<file path="config.mk">
export PLATFORM = sky130hd
export DESIGN_NAME = wave_meas
export DESIGN_NICKNAME = d
export VERILOG_FILES = /design/src/rtl/wave_meas.sv
export SDC_FILE = /design/constraint.sdc
export NUM_CORES = 1
export LEC_CHECK = 0
export BUFFER_PORTS_ARGS = -buffer_cell sky130_fd_sc_hd__buf_2
export CAP_MARGIN = 20
export CORE_MARGIN = 5
export CORE_UTILIZATION = 57
export DETAILED_ROUTE_END_ITERATION = 8
export PLACE_DENSITY = 0.79
export SYNTH_ARGS = -nofsm -noshare
export SYNTH_HDL_FRONTEND = slang
export SYNTH_SLANG_ARGS = --single-unit
</file>
<file path="constraint.sdc">
create_clock -name clk -period 2.6 [get_ports clk]
set_clock_uncertainty 0.05 [all_clocks]
set_input_delay 0.52 -clock clk [delete_from_list [all_inputs] [get_ports clk]]
set_output_delay 0.52 -clock clk [all_outputs]
set_load 0.01 [all_outputs]
</file>
<file path="src/rtl/wave_meas.sv">
`default_nettype none
// wave_meas: per-cycle period and amplitude measurement of an offset-binary sample stream
// using a Schmitt-trigger crossing detector. Revision 1.0.
module wave_meas #(
    parameter int DATA_W = 14,
    parameter int MID    = 8192,
    parameter int HYST   = 64,
    parameter int CNT_W  = 24
) (
    input  logic              clk,
    input  logic              rst_n,
    input  logic              en,
    input  logic              sample_valid,
    input  logic [DATA_W-1:0] ADC_out,
    output logic [CNT_W-1:0]  period,
    output logic [DATA_W-1:0] vmax,
    output logic [DATA_W-1:0] vmin,
    output logic [DATA_W-1:0] vpp,
    output logic              meas_valid,
    output logic              timeout
);

    localparam logic [DATA_W-1:0] HI_TH   = DATA_W'(MID + HYST);
    localparam logic [DATA_W-1:0] LO_TH   = DATA_W'(MID - HYST);
    localparam logic [CNT_W-1:0]  CNT_MAX = {CNT_W{1'b1}};
    localparam logic [CNT_W-1:0]  CNT_ONE = CNT_W'(1);

    typedef enum logic [2:0] {
        IDLE      = 3'd0,
        ARM_LOW   = 3'd1,
        ARM_HIGH  = 3'd2,
        MEAS_HIGH = 3'd3,
        MEAS_LOW  = 3'd4
    } state_t;

    state_t            state, state_nxt;
    logic [CNT_W-1:0]  count, count_nxt;
    logic [DATA_W-1:0] wmax, wmax_nxt;
    logic [DATA_W-1:0] wmin, wmin_nxt;
    logic              publish;
    logic              to_set;
    logic              accept;
    logic              is_hi;
    logic              is_lo;
    logic [DATA_W-1:0] max_upd;
    logic [DATA_W-1:0] min_upd;

    assign accept  = en & sample_valid;
    assign is_hi   = (ADC_out >= HI_TH);
    assign is_lo   = (ADC_out <= LO_TH);
    assign max_upd = (ADC_out > wmax) ? ADC_out : wmax;
    assign min_upd = (ADC_out < wmin) ? ADC_out : wmin;

    always_comb begin
        state_nxt = state;
        count_nxt = count;
        wmax_nxt  = wmax;
        wmin_nxt  = wmin;
        publish   = 1'b0;
        to_set    = 1'b0;
        if (!en) begin
            state_nxt = IDLE;
            count_nxt = '0;
        end else begin
            case (state)
                IDLE: state_nxt = ARM_LOW;
                ARM_LOW: begin
                    if (accept && is_lo) state_nxt = ARM_HIGH;
                end
                ARM_HIGH: begin
                    if (accept && is_hi) begin
                        count_nxt = CNT_ONE;
                        wmax_nxt  = ADC_out;
                        wmin_nxt  = ADC_out;
                        state_nxt = MEAS_HIGH;
                    end
                end
                MEAS_HIGH: begin
                    if (accept) begin
                        if (count == CNT_MAX) begin
                            to_set    = 1'b1;
                            state_nxt = ARM_LOW;
                        end else begin
                            count_nxt = count + CNT_ONE;
                            wmax_nxt  = max_upd;
                            wmin_nxt  = min_upd;
                            if (is_lo) state_nxt = MEAS_LOW;
                        end
                    end
                end
                MEAS_LOW: begin
                    if (accept) begin
                        if (is_hi) begin
                            // Closing edge doubles as the opening edge of the next window
                            publish   = 1'b1;
                            count_nxt = CNT_ONE;
                            wmax_nxt  = ADC_out;
                            wmin_nxt  = ADC_out;
                            state_nxt = MEAS_HIGH;
                        end else if (count == CNT_MAX) begin
                            to_set    = 1'b1;
                            state_nxt = ARM_LOW;
                        end else begin
                            count_nxt = count + CNT_ONE;
                            wmax_nxt  = max_upd;
                            wmin_nxt  = min_upd;
                        end
                    end
                end
                default: state_nxt = IDLE;
            endcase
        end
    end

    always_ff @(posedge clk or negedge rst_n) begin
        if (!rst_n) begin
            state      <= IDLE;
            count      <= '0;
            wmax       <= '0;
            wmin       <= '0;
            period     <= '0;
            vmax       <= '0;
            vmin       <= '0;
            vpp        <= '0;
            meas_valid <= 1'b0;
            timeout    <= 1'b0;
        end else begin
            state      <= state_nxt;
            count      <= count_nxt;
            wmax       <= wmax_nxt;
            wmin       <= wmin_nxt;
            meas_valid <= publish;
            if (publish) begin
                period  <= count;
                vmax    <= wmax;
                vmin    <= wmin;
                vpp     <= wmax - wmin;
                timeout <= 1'b0;
            end else if (to_set) begin
                timeout <= 1'b1;
            end
        end
    end

endmodule
`default_nettype wire

</file>
==> run summary <==
status = finished clean
vias = 5762
Worst Tran Pin Value = 0.617 ns
Synth Warn # = 0
DP Area = 7400 um2
global route total overflow = 0
CTS tree = yes
Ant. Diodes = 0
Tmin final = 2.47 ns
drt via density = 5.86
post-route setup TNS = 0 ns
Total Nets Final = 887
Final period util = 0.951
Pwr Density = 961 nW/um2
Post-synth EDFFs = 0
clock tree buffer depth = 2
first-pass GRT wire length = 29.1 mm
final instance area = 8080 um2
critical path peak fanout = 3
worst setup path start = wmax[0]
share of layout cells above drive strength 1 = 0.211
input/output buffers = 85
Fin. Hold Viols = 0
Critical Path End = vpp[12]
critical-path cell list = inv_1, ha_1, fa_1, nor2b_1, o21a_1, o21ai_1, a21oi_1, a211o_1, or4_1, nand3_1
root buffer cell = clkbuf_16
RR Startpoint = wmax[0]
# IOs = 86
WP data arrival = 2.77 ns
CTS Buf Count = 17
share of power burned in registers = 0.309
sequential share of the synthesized area = 0.466
startpoint class of the critical path = flip-flop
Worst-Skew Late Latency = 0.42 ns
grt met3 use = 0.0591
maximum number of pins on one net before global-route repair = 44
DRC viols = 0
clock sink count = 123
area grow syn2layout = 22.3%
max frequency = 404 MHz
die area = 13800 um2
GRT met2 Usage = 0.385
CP peak stage delay = 0.48 ns
Leak = 4.08 nW
Switching Share = 0.348
WP data required = 2.90 ns
synthesis-stage register bit count = 123
dpl hpwl = 12.8 mm
Die Wd = 118 um
drt pass-1 iters = 5
initial antenna violation count = 0
nature of the critical path endpoint = flip-flop
overall die height = 118 um
Slew Viols, Final = 0
Clock Power Share = 0.335
reg2reg setup slack = 0.13 ns
CORE AREA = 11400 um2
top_reg_cell synth = dfrtp_1
Sw Pwr = 2.70 mW
pre-CTS setup slack = -0.144 ns
Post-CTS Setup Bufs = 0
R2R cell count = 10
dominant cell type by area after synthesis = dfrtp_1
R2R Path End = vpp[12]
max_cap viols = 0
Clock transition at path regs = 0.06 ns
worst hold path type = in2async
WL per Instance = 17.5 um
Yosys cell types = 66
gr busiest metal = met2
Setup Viol. Count Final = 0
Syn Inst Count = 713
Syn Area/Cell = 9.27 um2
Comb pwr share = 0.357
GRT Total Usage = 0.259
vias in the first global route = 5750
worst rel slew slack = 0.588
CP max-delay cell = or4_1
starting density of the core = 0.581
setup ws final = 0.127 ns
final wirelength = 17.2 mm
GR Layer Usage met1 = 0.367
initial DRC count = 631
async set-reset flop share out of synthesis = 1.00
H-Tree Depth = 4
largest cells by area after synthesis = dfrtp_1 47%, nand2_1 9.3%, ha_1 7.8%, o21ai_0 5.0%, xor2_1 3.3%
critical path type = reg2reg
Synth top area share = 0.466
synthesized net count = 773
unrepaired setup endpoints after global routing = no
Mapped Area = 6610 um2
fill cell count = 870
P_int = 5.07 mW
antenna viol nets, final = 0
num rows = 39
peak supply drop = 750 uV
routability cong. = 0.874
==> state kept, by name, indices dropped and copies added (netlist names), 3 cells and up <==
register / flops
wmin: 14
count: 24
wmax: 14
vmin: 14
vpp: 14
period: 24
state: 3
vmax: 14
==> kinds of logic after synthesis <==
family,count (synthesis),share of synthesized area
AND/OR/NAND/NOR,290,0.206
flip-flops,123,0.466
XOR/XNOR,31,0.0411
multiplexers,3,0.00454
AO/OA/AOI/OAI,158,0.158
buffers and inverters,66,0.0434
adder cells (fa/ha/maj),42,0.0807
==> cell usage after synthesis, drive strengths merged, types with 4 or more instances <==
cell type    n
ha          41
nand2b       8
xnor2        6
xor2        25
and3         8
nand2      164
nor2        40
dfrtp      123
clkbuf      16
a21o         9
a21oi       18
nor2b        4
a31oi        5
nand4       10
buf         15
o21a         4
and4         5
nand3       25
o21ai       69
o2bb2ai     13
a32o        13
inv         34
nor3        11
==> area by class of cell <==
type,count,area [um2],share of cell area
Multi-Input combinational cell,524,3270,0.405
Sequential cell,123,3080,0.381
Timing Repair Buffer,126,761,0.0941
Clock buffer,18,439,0.0543
Clock inverter,14,220,0.0272
Tap cell,143,179,0.0221
Inverter,35,131,0.0163
==> layer usage <==
metal	vias to the layer above	part of all wire
met2	197	0.45
met5	-	0
met3	30	0.075
met1	2797	0.45
met4	0	0.021
li1	2738	-
==> power groups by stage <==
stage	clock network (mW)	logic [mW]	registers [mW]
final	2.60	2.77	2.40
after global routing	2.73	3.09	2.43
after CTS	2.63	2.72	2.39
after detailed placement	0	2.69	2.42
after global placement	0	2.60	2.42
after floorplan	0	1.85	2.38
==> worst max-delay path: cells and delay by family (launching register included) <==
kind,cells,cell delay [ns]
buffers and inverters,1,0.12
adders and majority gates,2,0.43
and+or+nand+nor,3,0.64
DFF,1,0.40
AOI/OAI and AO/OA,4,0.76
==> metrics by stage <==
| step | instances | util | power, mW | hold WS (ns) |
|---|---|---|---|---|
| after global routing | 983 | 0.711 | 8.25 | 0.0886 |
| after CTS | 983 | 0.709 | 7.74 | 0.0579 |
| after global placement | 951 | 0.651 | 5.02 | 0.404 |
| final | 983 | 0.711 | 7.77 | 0.0502 |
| after floorplan | 713 | - | 4.23 | 0.174 |
| after detailed placement | 951 | 0.651 | 5.11 | 0.408 |
==> what timing repair did <==
action	CTS	global route
endpoints found under the setup margin	3	28
hold buffers	0	0
pin swaps	0	1
gates resized for setup	1	6
==> placed cells by master (no fill, tap or decap), drive strengths merged, types with 2 or more instances in the layout <==
cell type    n
nand2      164
buf        126
dfrtp      123
o21ai       69
ha          41
nor2        40
inv         34
xor2        25
nand3       25
a21oi       18
clkbuf      18
o2bb2ai     13
a32o        13
nor3        11
nand4       10
a21o         9
nand2b       8
and3         8
xnor2        6
clkinv       6
a31oi        5
bufinv       5
and4         5
nor2b        4
o21a         4
clkinvlp     4
nor3b        3
mux2i        3
or4          3
o211ai       3
nor4         3
o31ai        3
a21boi       2
o41ai        2
o2111ai      2
a211o        2
and2         2
==> how the worst min path moves through the flow <==
| stage | slack [ns] | endpoint | depth (start not counted) |
|---|---|---|---|
| 6_report | 0.05 | vmax[7] | 1 |
| 5_1_grt | 0.09 | vmax[7] | 1 |
| 4_1_cts | 0.06 | vmax[7] | 1 |
| 3_5_place_dp | 0.41 | period[19] | 2 |
| 3_3_place_gp | 0.40 | period[14] | 2 |
| 2_1_floorplan | 0.17 | count[0] | 0 |
Power figures use the tool's default switching activity.
